**src/rtl/inv_mix_column_sequencer_if.sv**
```systemverilog
// Column stream (in/out) and shared GF(2^8) constant-multiply ROM port bundle
// for the InvMixColumns sequencer. slave = sequencer side, master = environment.
interface inv_mix_column_sequencer_if;
    logic        In_Valid;
    logic        In_Ready;
    logic [31:0] In_Column;
    logic        Out_Valid;
    logic        Out_Ready;
    logic [31:0] Out_Column;
    logic        Rom_Read_Enable;
    logic [7:0]  Rom_Read_Address;
    logic [7:0]  Mul9_Data;
    logic [7:0]  MulB_Data;
    logic [7:0]  MulD_Data;
    logic [7:0]  MulE_Data;

    modport slave (
        input  In_Valid, In_Column, Out_Ready,
        input  Mul9_Data, MulB_Data, MulD_Data, MulE_Data,
        output In_Ready, Out_Valid, Out_Column, Rom_Read_Enable, Rom_Read_Address
    );

    modport master (
        output In_Valid, In_Column, Out_Ready,
        output Mul9_Data, MulB_Data, MulD_Data, MulE_Data,
        input  In_Ready, Out_Valid, Out_Column, Rom_Read_Enable, Rom_Read_Address
    );
endinterface

```
**src/rtl/inv_mix_column_sequencer.sv**
```systemverilog
// Sequences one AES InvMixColumns column through shared x09/x0B/x0D/x0E ROMs and
// XOR-accumulates the products. Optional INV_MIX_CNT_EN adds a Column_Count port.
module inv_mix_column_sequencer #(
    parameter int ROM_LATENCY = 1,
    parameter int CNT_WIDTH   = 16
) (
    input  logic CLK,
    input  logic RST_N,
    inv_mix_column_sequencer_if.slave bus
`ifdef INV_MIX_CNT_EN
    ,
    output logic [CNT_WIDTH-1:0] Column_Count
`endif
);

    typedef enum logic [1:0] {IDLE, ISSUE, DRAIN, DONE} state_t;

    state_t                      state;
    logic [0:3][7:0]             col_q;      // [0] = a0 = In_Column[31:24]
    logic [0:3][7:0]             acc;
    logic [0:3][7:0]             acc_nxt;
    logic [1:0]                  idx;
    logic [1:0]                  drain_cnt;
    logic [1:0]                  ret_idx;
    logic [ROM_LATENCY-1:0]      vld_pipe;
    logic [ROM_LATENCY-1:0][1:0] idx_pipe;
    logic                        in_rdy;
    logic                        out_vld;
    logic                        ren;
    logic [7:0]                  raddr;

    assign bus.In_Ready         = in_rdy;
    assign bus.Out_Valid        = out_vld;
    assign bus.Out_Column       = acc;
    assign bus.Rom_Read_Enable  = ren;
    assign bus.Rom_Read_Address = raddr;

    assign ret_idx = idx_pipe[ROM_LATENCY-1];

    // Returning byte a_i feeds b_i (x0E), b_(i-1) (x0B), b_(i-2) (x0D), b_(i-3) (x09)
    always_comb begin
        acc_nxt = acc;
        if (vld_pipe[ROM_LATENCY-1]) begin
            acc_nxt[ret_idx]         = acc_nxt[ret_idx]         ^ bus.MulE_Data;
            acc_nxt[ret_idx - 2'd1]  = acc_nxt[ret_idx - 2'd1]  ^ bus.MulB_Data;
            acc_nxt[ret_idx - 2'd2]  = acc_nxt[ret_idx - 2'd2]  ^ bus.MulD_Data;
            acc_nxt[ret_idx - 2'd3]  = acc_nxt[ret_idx - 2'd3]  ^ bus.Mul9_Data;
        end
    end

    always_ff @(posedge CLK or negedge RST_N) begin
        if (!RST_N) begin
            state     <= IDLE;
            col_q     <= '0;
            acc       <= '0;
            idx       <= '0;
            drain_cnt <= '0;
            vld_pipe  <= '0;
            idx_pipe  <= '0;
            in_rdy    <= 1'b0;
            out_vld   <= 1'b0;
            ren       <= 1'b0;
            raddr     <= 8'h00;
        end else begin
            // Tracks which byte each outstanding ROM read belongs to
            vld_pipe[0] <= ren;
            idx_pipe[0] <= idx;
            for (int k = 1; k < ROM_LATENCY; k++) begin
                vld_pipe[k] <= vld_pipe[k-1];
                idx_pipe[k] <= idx_pipe[k-1];
            end
            acc <= acc_nxt;

            case (state)
                IDLE: begin
                    if (in_rdy && bus.In_Valid) begin
                        col_q  <= bus.In_Column;
                        acc    <= '0;
                        in_rdy <= 1'b0;
                        ren    <= 1'b1;
                        raddr  <= bus.In_Column[31:24];
                        idx    <= 2'd0;
                        state  <= ISSUE;
                    end else begin
                        in_rdy <= 1'b1;
                    end
                end
                ISSUE: begin
                    if (idx == 2'd3) begin
                        ren       <= 1'b0;
                        raddr     <= 8'h00;
                        idx       <= 2'd0;
                        drain_cnt <= 2'd0;
                        state     <= DRAIN;
                    end else begin
                        idx   <= idx + 2'd1;
                        raddr <= col_q[idx + 2'd1];
                    end
                end
                DRAIN: begin
                    if (drain_cnt == 2'(ROM_LATENCY - 1)) begin
                        out_vld <= 1'b1;
                        state   <= DONE;
                    end else begin
                        drain_cnt <= drain_cnt + 2'd1;
                    end
                end
                DONE: begin
                    if (bus.Out_Ready) begin
                        out_vld <= 1'b0;
                        state   <= IDLE;
                    end
                end
                default: state <= IDLE;
            endcase
        end
    end

`ifdef INV_MIX_CNT_EN
    always_ff @(posedge CLK or negedge RST_N) begin
        if (!RST_N)
            Column_Count <= '0;
        else if (out_vld && bus.Out_Ready)
            Column_Count <= Column_Count + 1'b1;
    end
`endif

endmodule
```
**src/flat_wrapper.sv**
```systemverilog
// flat-port wrapper written by rule: the top's interface ports become plain ports
module inv_mix_column_sequencer_flat 
#(
    parameter int ROM_LATENCY = 1,
    parameter int CNT_WIDTH   = 16
)
  (CLK, RST_N, bus_In_Valid, bus_In_Column, bus_Out_Ready, bus_Mul9_Data, bus_MulB_Data, bus_MulD_Data, bus_MulE_Data, bus_In_Ready, bus_Out_Valid, bus_Out_Column, bus_Rom_Read_Enable, bus_Rom_Read_Address);
  inv_mix_column_sequencer_if bus_i ();
  input  logic CLK;
  input  logic RST_N;
  input wire logic [$bits(bus_i.In_Valid)-1:0] bus_In_Valid;
  input wire logic [$bits(bus_i.In_Column)-1:0] bus_In_Column;
  input wire logic [$bits(bus_i.Out_Ready)-1:0] bus_Out_Ready;
  input wire logic [$bits(bus_i.Mul9_Data)-1:0] bus_Mul9_Data;
  input wire logic [$bits(bus_i.MulB_Data)-1:0] bus_MulB_Data;
  input wire logic [$bits(bus_i.MulD_Data)-1:0] bus_MulD_Data;
  input wire logic [$bits(bus_i.MulE_Data)-1:0] bus_MulE_Data;
  output wire logic [$bits(bus_i.In_Ready)-1:0] bus_In_Ready;
  output wire logic [$bits(bus_i.Out_Valid)-1:0] bus_Out_Valid;
  output wire logic [$bits(bus_i.Out_Column)-1:0] bus_Out_Column;
  output wire logic [$bits(bus_i.Rom_Read_Enable)-1:0] bus_Rom_Read_Enable;
  output wire logic [$bits(bus_i.Rom_Read_Address)-1:0] bus_Rom_Read_Address;
  assign bus_i.In_Valid = bus_In_Valid;
  assign bus_i.In_Column = bus_In_Column;
  assign bus_i.Out_Ready = bus_Out_Ready;
  assign bus_i.Mul9_Data = bus_Mul9_Data;
  assign bus_i.MulB_Data = bus_MulB_Data;
  assign bus_i.MulD_Data = bus_MulD_Data;
  assign bus_i.MulE_Data = bus_MulE_Data;
  assign bus_In_Ready = bus_i.In_Ready;
  assign bus_Out_Valid = bus_i.Out_Valid;
  assign bus_Out_Column = bus_i.Out_Column;
  assign bus_Rom_Read_Enable = bus_i.Rom_Read_Enable;
  assign bus_Rom_Read_Address = bus_i.Rom_Read_Address;
  inv_mix_column_sequencer #(.ROM_LATENCY(ROM_LATENCY), .CNT_WIDTH(CNT_WIDTH)) u_core (.CLK(CLK), .RST_N(RST_N), .bus(bus_i));
endmodule
```
**config.mk**
```make
export PLATFORM = sky130hd
export DESIGN_NAME = inv_mix_column_sequencer_flat
export DESIGN_NICKNAME = d
export VERILOG_FILES = /design/src/rtl/inv_mix_column_sequencer_if.sv /design/src/rtl/inv_mix_column_sequencer.sv /design/src/flat_wrapper.sv
export SDC_FILE = /design/constraint.sdc
export NUM_CORES = 1
export LEC_CHECK = 0
export CORE_ASPECT_RATIO = 1.25
export CORE_MARGIN = 1.5
export CORE_UTILIZATION = 47
export DETAILED_ROUTE_END_ITERATION = 10
export GPL_ROUTABILITY_DRIVEN = 0
export PLACE_DENSITY = 0.7
export SLEW_MARGIN = 20
export SYNTH_ARGS = -nofsm -noshare
export SYNTH_HDL_FRONTEND = slang
export SYNTH_SLANG_ARGS = --single-unit
```
**constraint.sdc**
```tcl
create_clock -name CLK -period 6.1 [get_ports CLK]
set_input_delay 1.22 -clock CLK [delete_from_list [all_inputs] [get_ports CLK]]
set_output_delay 1.22 -clock CLK [all_outputs]
set_load 0.05 [all_outputs]
```
==> key figures <==
Outcome
  – Status: finished, final reports clean

Clocking
  – Clk Latency, worst-skew pair: 0.33 ns
  – # Post-CTS Setup Buffers: 0
  – Root Driver: clkbuf_16
  – Max clock buf depth: 2
  – CTS tree: yes
  – Total CTS buffers: 9
  – Clock sinks: 84
  – Clock slew seen by the registers of the worst setup and hold paths: 0.06 ns
  – Post_cts resized: 0
  – CTS Hold Bufs: 0
  – H-tree depth: 3

STA
  – Worst rel slew slack: 0.337
  – Endpoints failing setup: 0
  – Setup TNS Final: 0 ns
  – Final Hold Fails: 0
  – Layout Skew: 0.00670 ns
  – Final min period: 5.12 ns
  – Pins Over Slew Limit: 0
  – Max Clk Rate: 195 MHz
  – WHS: 0.417 ns
  – Fin crit share: 0.839
  – RSZ-0062 raised after global routing: no
  – Worst Max-Slew Pin Slew: 0.991 ns

Cells and area
  – Post-route cell area: 9370 um2
  – Share of layout cells above drive strength 1: 0.0900
  – Fillers: 1484
  – Area Growth Syn to Fin: 19.9%
  – Final design utilization: 0.578
  – Final nets: 1141
  – Ant diodes: 0

Route
  – First-pass iteration count of the detailed router: 5
  – Routed WL per cell: 20.2 um
  – Vias: 8146
  – Iteration-0 DRC Markers: 922
  – DRT antenna net count: 0
  – Mean number of vias per cell: 6.35
  – Number of remaining DRC errors: 0
  – Drt total wl: 25900 um

Logic synthesis
  – Top FF cell, synth: dfrtp_1
  – Seq/Total Area, Yosys: 0.269
  – Post-Synthesis Cells: 996
  – Register bit total from synthesis: 84
  – Synthesized area per cell: 7.84 um2
  – EDFF count, synth: 0
  – Synth warn: 0
  – Asr flop ratio synth: 1.00
  – Netlist cell types: 82
  – Mapped Nets: 1074
  – Cell Area, Synth: 7810 um2

Global routing
  – Vias in the first global route: 7744
  – First-pass GRT wire length: 41400 um
  – GRT Util Overall: 0.296
  – Antenna violations before repair: 0
  – GRT Residual Overflow: 0
  – Largest net degree at the start of global routing: 52

Critical path
  – Worst EP arrival: 5.31 ns
  – Worst r2r src: u_core.idx_pipe[0]
  – Worst setup SP type: flip-flop
  – CP max FO: 37
  – Worst Path Required: 6.29 ns
  – Element type at the critical path end: flip-flop
  – Crit path kind: flip-flop to flip-flop
  – CP Launch Point: u_core.idx_pipe[0]

Placement
  – Number of port buffers: 110
  – Post-DP HPWL: 18500 um
  – Placed cell area: 9030 um2

Floorplanning
  – Core Area: 16200 um2
  – Die area: 17400 um2
  – # rows: 52
  – Ports: 111
  – Die height: 147 um
  – Initial core utilization: 0.482
  – Die X-Extent: 118 um

Job
  – Max Cap Violations: 0

Hold path
  – Worst min-delay path startpoint: u_core.idx[1]
  – Type of the tightest min-delay check: flip-flop to flip-flop
[registers in the layout, summed over array words and instances (netlist names), 2 cells and up]
register	cells
u_core.bus.Rom_Read_Address	8
u_core.state	2
u_core.idx	2
u_core.bus.Out_Column	32
u_core.drain_cnt	2
u_core.idx_pipe	2
u_core.col_q	32
[critical path: stages (launching register included)]
cell and delay (ns):
dfrtp_2 0.37, clkinv_1 0.38, ha_2 0.96, inv_2 0.42, a21boi_1 0.52, o21ai_1 0.28
xor2_1 0.23, a211o_1 0.36, o32ai_1 0.28, xor2_1 0.37, o21ai_1 0.16, o211ai_2 0.32
mux2i_1 0.23, a31oi_1 0.09
[cell families (layout without fill, tap and decap cells)]
family | Yosys count | after routing | share of synthesized area
fa+ha+maj | 10 | 10 | 0.0160
flops | 84 | 84 | 0.269
buf+inv | 96 | 167 | 0.0492
xor+xnor | 39 | 39 | 0.0562
mux | 54 | 54 | 0.104
compound gates | 317 | 317 | 0.287
simple gates | 396 | 396 | 0.218
[through the flow]
| step | setup slack, ns | instances |
|---|---|---|
| floorplan | 1.56 | 996 |
| global route | 0.578 | 1283 |
| detailed placement | 1.12 | 1268 |
| CTS | 1.11 | 1283 |
| global placement | 1.28 | 1268 |
| finish | 0.982 | 1283 |
[worst paths after layout]
kind / endpoint / slack [ns] / depth (start not counted)
hold / removal: u_core.idx_pipe[1] / 0.42 / 0
setup / recovery: u_core.bus.Out_Column[0] / 0.98 / 13
setup reg to reg: u_core.bus.Out_Column[0] / 0.98 / 13
min in group asynchronous: u_core.bus.Out_Column[2] / 0.83 / 1
max in group asynchronous: u_core.idx[0] / 4.25 / 2
hold reg to reg: u_core.idx_pipe[1] / 0.42 / 0
[cells in the mapped netlist (all sizes together), types with 17 or more instances]
cell type / number / share of area
nand2: 185 / 0.089
nor2: 108 / 0.052
dfrtp: 84 / 0.27
o21ai: 63 / 0.041
a21oi: 61 / 0.040
clkbuf: 49 / 0.024
a211oi: 26 / 0.025
mux2i: 26 / 0.037
nand3: 26 / 0.017
xnor2: 24 / 0.038
buf: 23 / 0.014
inv: 22 / 0.011
a31oi: 21 / 0.017
a22oi: 20 / 0.019
mux4: 19 / 0.055
nor3: 18 / 0.012
o211ai: 18 / 0.020
or3: 17 / 0.014
[layout make-up]
class / count / area (um2) / share of cell area
Multi-Input combinational cell: 816 / 5340 / 0.570
Sequential cell: 84 / 2100 / 0.224
Timing Repair Buffer: 128 / 1230 / 0.132
Tap cell: 216 / 270 / 0.0288
Clock buffer: 11 / 233 / 0.0248
Clock inverter: 4 / 98.8 / 0.0106
Inverter: 24 / 90.1 / 0.00962
[per-layer routing]
| layer | vias up | global-route usage | share of wire |
|---|---|---|---|
| met1 | 3782 | 0.408 | 0.42 |
| met5 | - | 0 | 0 |
| met2 | 469 | 0.448 | 0.44 |
| li1 | 3802 | - | - |
| met3 | 93 | 0.0454 | 0.090 |
| met4 | 0 | 0.160 | 0.047 |
[layout by cell type, fill, tap and decap left out, types with 19 or more instances in the layout]
master | synthesis | final
mux4_2 | 19 | 19
nand2_1 | 185 | 185
o21ai_0 | 44 | 44
buf_4 | 0 | 19
nor2_1 | 108 | 108
dfrtp_1 | 84 | 83
a22oi_1 | 20 | 20
mux2i_1 | 24 | 24
nand3_1 | 26 | 26
a211oi_1 | 26 | 26
a21oi_1 | 60 | 60
clkdlybuf4s50_1 | 0 | 109
a31oi_1 | 21 | 21
inv_1 | 21 | 21
Power is left out: the tool's default activity adds up to more than one toggle a clock period on the data nets, which glitch-free logic cannot reach.
==> RTL change, RTL diff (same settings) <==
`ROM_LATENCY` is set to 1 in 2 places; all go to 2.
--- a/src/rtl/inv_mix_column_sequencer.sv
+++ b/src/rtl/inv_mix_column_sequencer.sv
@@ -3,3 +3,3 @@
 module inv_mix_column_sequencer #(
-    parameter int ROM_LATENCY = 1,
+    parameter int ROM_LATENCY = 2,
     parameter int CNT_WIDTH   = 16
--- a/src/flat_wrapper.sv
+++ b/src/flat_wrapper.sv
@@ -3,3 +3,3 @@
 #(
-    parameter int ROM_LATENCY = 1,
+    parameter int ROM_LATENCY = 2,
     parameter int CNT_WIDTH   = 16
Formal check against the unedited RTL: not equivalent (Yosys sat finds a counterexample within 10 cycles, from zero or initial values and one cycle with RST_N low).
==> RTL change against the original RTL <==
- design area rose by 18%
- non-clock buffer count rose by 12
- sequential cell count rose by 3
- critical path depth rose by 1
- routed wire length rose by 29%
- sequential share of layout area fell by 2.7 points
- utilization fell by 2.6 points
- synthesized area rose by 23%
- worst setup slack improved by 0.14 ns
- critical path type unchanged
- highest routed layer unchanged
==> RTL change: results (changes against the original RTL) <==
* Initial antenna violation count at 0 (unchanged)
* Dpl ws at 1.15 ns (+0.0308 ns)
* Top post-synthesis cells by area: dfrtp_1 (23%), nand2_1 (7.6%), mux2i_1 (5.4%), nor2_1 (4.3%), o21ai_0 (3.4%)
* Via count of the first global-routing pass at 9922 (+28%)
* Worst Path Arrival at 5.24 ns (-0.07 ns)
* Status: completed
* Register area share after synthesis at 22.7% (-4.2 points)
* DP Wirelength at 23300 um (+26%)
* DR WL/cell at 21.0 um (+4.0%)
* Synth top cells by count: nand2_1 (194), nor2_1 (109), dfrtp_1 (87)
* H-tree depth at 3 (unchanged)
* Tot GR Track Use at 31.6% (+1.9 points)
* Clock buffer depth at 2 (unchanged)
* Largest net degree at the start of global routing at 90 (+73%)
* Synth unique cells at 86 (+4.9%)
* Ys flop type: dfrtp_1
* Post-CTS sizing at 0 (unchanged)
* # nets final at 1400 (+23%)
* Vias per inst at 6.62 (+4.3%)
* Initial DRC count at 1285 (+39%)
* Antenna cells at 0 (unchanged)
* Crit-path max FO at 31 (-16%)
* Clk_skew at 0.00899 ns (+0.00229 ns)
* Clock slew at reported path FFs at 0.06 ns (about the same)
* Fraction of layout instances using a drive strength above 1 at 8.15% (-0.85 points)
* First-pass GRT wire length at 52800 um (+27%)
* Worst slew pin tran at 1.05 ns (+0.0617 ns)
* Post-Place Cell Area at 0.0108 mm^2 (+19%)
* DR pass1 iterations at 6 (+1)
## RTL change: cell count changes in the layout (fill, tap and decap cells not counted), moves of 17 or more
cell and delta:
mux2i_1 +28, nand3b_1 +28, o21ai_0 +22, nand3_1 +21, nor3_1 +18, a211oi_1 +17
## RTL change: area by class of cell
cell class | instances | area, um^2
Multi-Input combinational cell | 1062 | 6860
Tap cell | 270 | 338
Sequential cell | 87 | 2180
Timing Repair Buffer | 140 | 1320
Clock inverter | 4 | 48.8
Inverter | 22 | 82.6
Clock buffer | 10 | 229
Fill cell | 1938 | 8960
## RTL change: kinds of logic after synthesis
| group | count (synthesis) | synth area share (%) |
|---|---|---|
| and+or+nand+nor | 576 | 30.0 |
| AOI/OAI and AO/OA | 361 | 27.0 |
| buffers and inverters | 126 | 5.83 |
| DFF | 87 | 22.7 |
| muxes | 69 | 8.59 |
| xor gates and xnor gates | 46 | 4.52 |
| adders and majority gates | 10 | 1.31 |
## RTL change: worst paths after layout
path | start | to | slack [ns] | cells past startpoint
min in group asynchronous | RST_N | u_core.state[0]$_DFFE_PN0P_ | 0.82 | 1
max | u_core.ret_idx[0]$_DFF_PN0_ | u_core.bus.Out_Column[27]$_DFF_PN0_ | 1.12 | 14
min | u_core.vld_pipe[0]$_DFF_PN0_ | u_core.vld_pipe[1]$_DFF_PN0_ | 0.35 | 0
max reg2reg | u_core.ret_idx[0]$_DFF_PN0_ | u_core.bus.Out_Column[27]$_DFF_PN0_ | 1.12 | 14
max in group asynchronous | RST_N | u_core.bus.Out_Column[7]$_DFF_PN0_ | 4.18 | 2
min reg2reg | u_core.vld_pipe[0]$_DFF_PN0_ | u_core.vld_pipe[1]$_DFF_PN0_ | 0.35 | 0
## RTL change: layer usage
layer / global-route usage (%) / vias to the layer above / part of all wire [%]
li1: - / 4844 / -
met1: 41.9 / 5002 / 41
met2: 49.6 / 591 / 46
met3: 4.86 / 127 / 8.4
met4: 16.1 / 0 / 4.9
met5: 0 / - / 0
## RTL change: power groups by stage
stage          sequential [mW]  combinational, mW  clock [mW]
2_1_floorplan             1.50               3.41           0
6_report                  1.22               5.24       0.536
3_3_place_gp              1.21               5.03           0
4_1_cts                   1.21               5.12       0.542
3_5_place_dp              1.21               5.09           0
5_1_grt                   1.25               5.62       0.573
## RTL change: worst max-delay path: stages (launching register included)
cell      delay (ns)
dfrtp_4         0.63
inv_1           0.26
buf_4           0.34
ha_2            0.53
buf_4           0.32
nor2_1          0.12
a211oi_1        0.30
o21ai_0         0.28
o21ai_0         0.33
xor2_1          0.46
a2111o_1        0.23
a21oi_1         0.08
nor4b_2         0.62
nand3b_1        0.15
a31oi_1         0.22
## RTL change: stage by stage
step,power (mW),std cells
global route,7.44,1595
floorplan,4.91,1275
global placement,6.24,1581
finish,7.00,1595
detailed placement,6.31,1581
CTS,6.87,1595
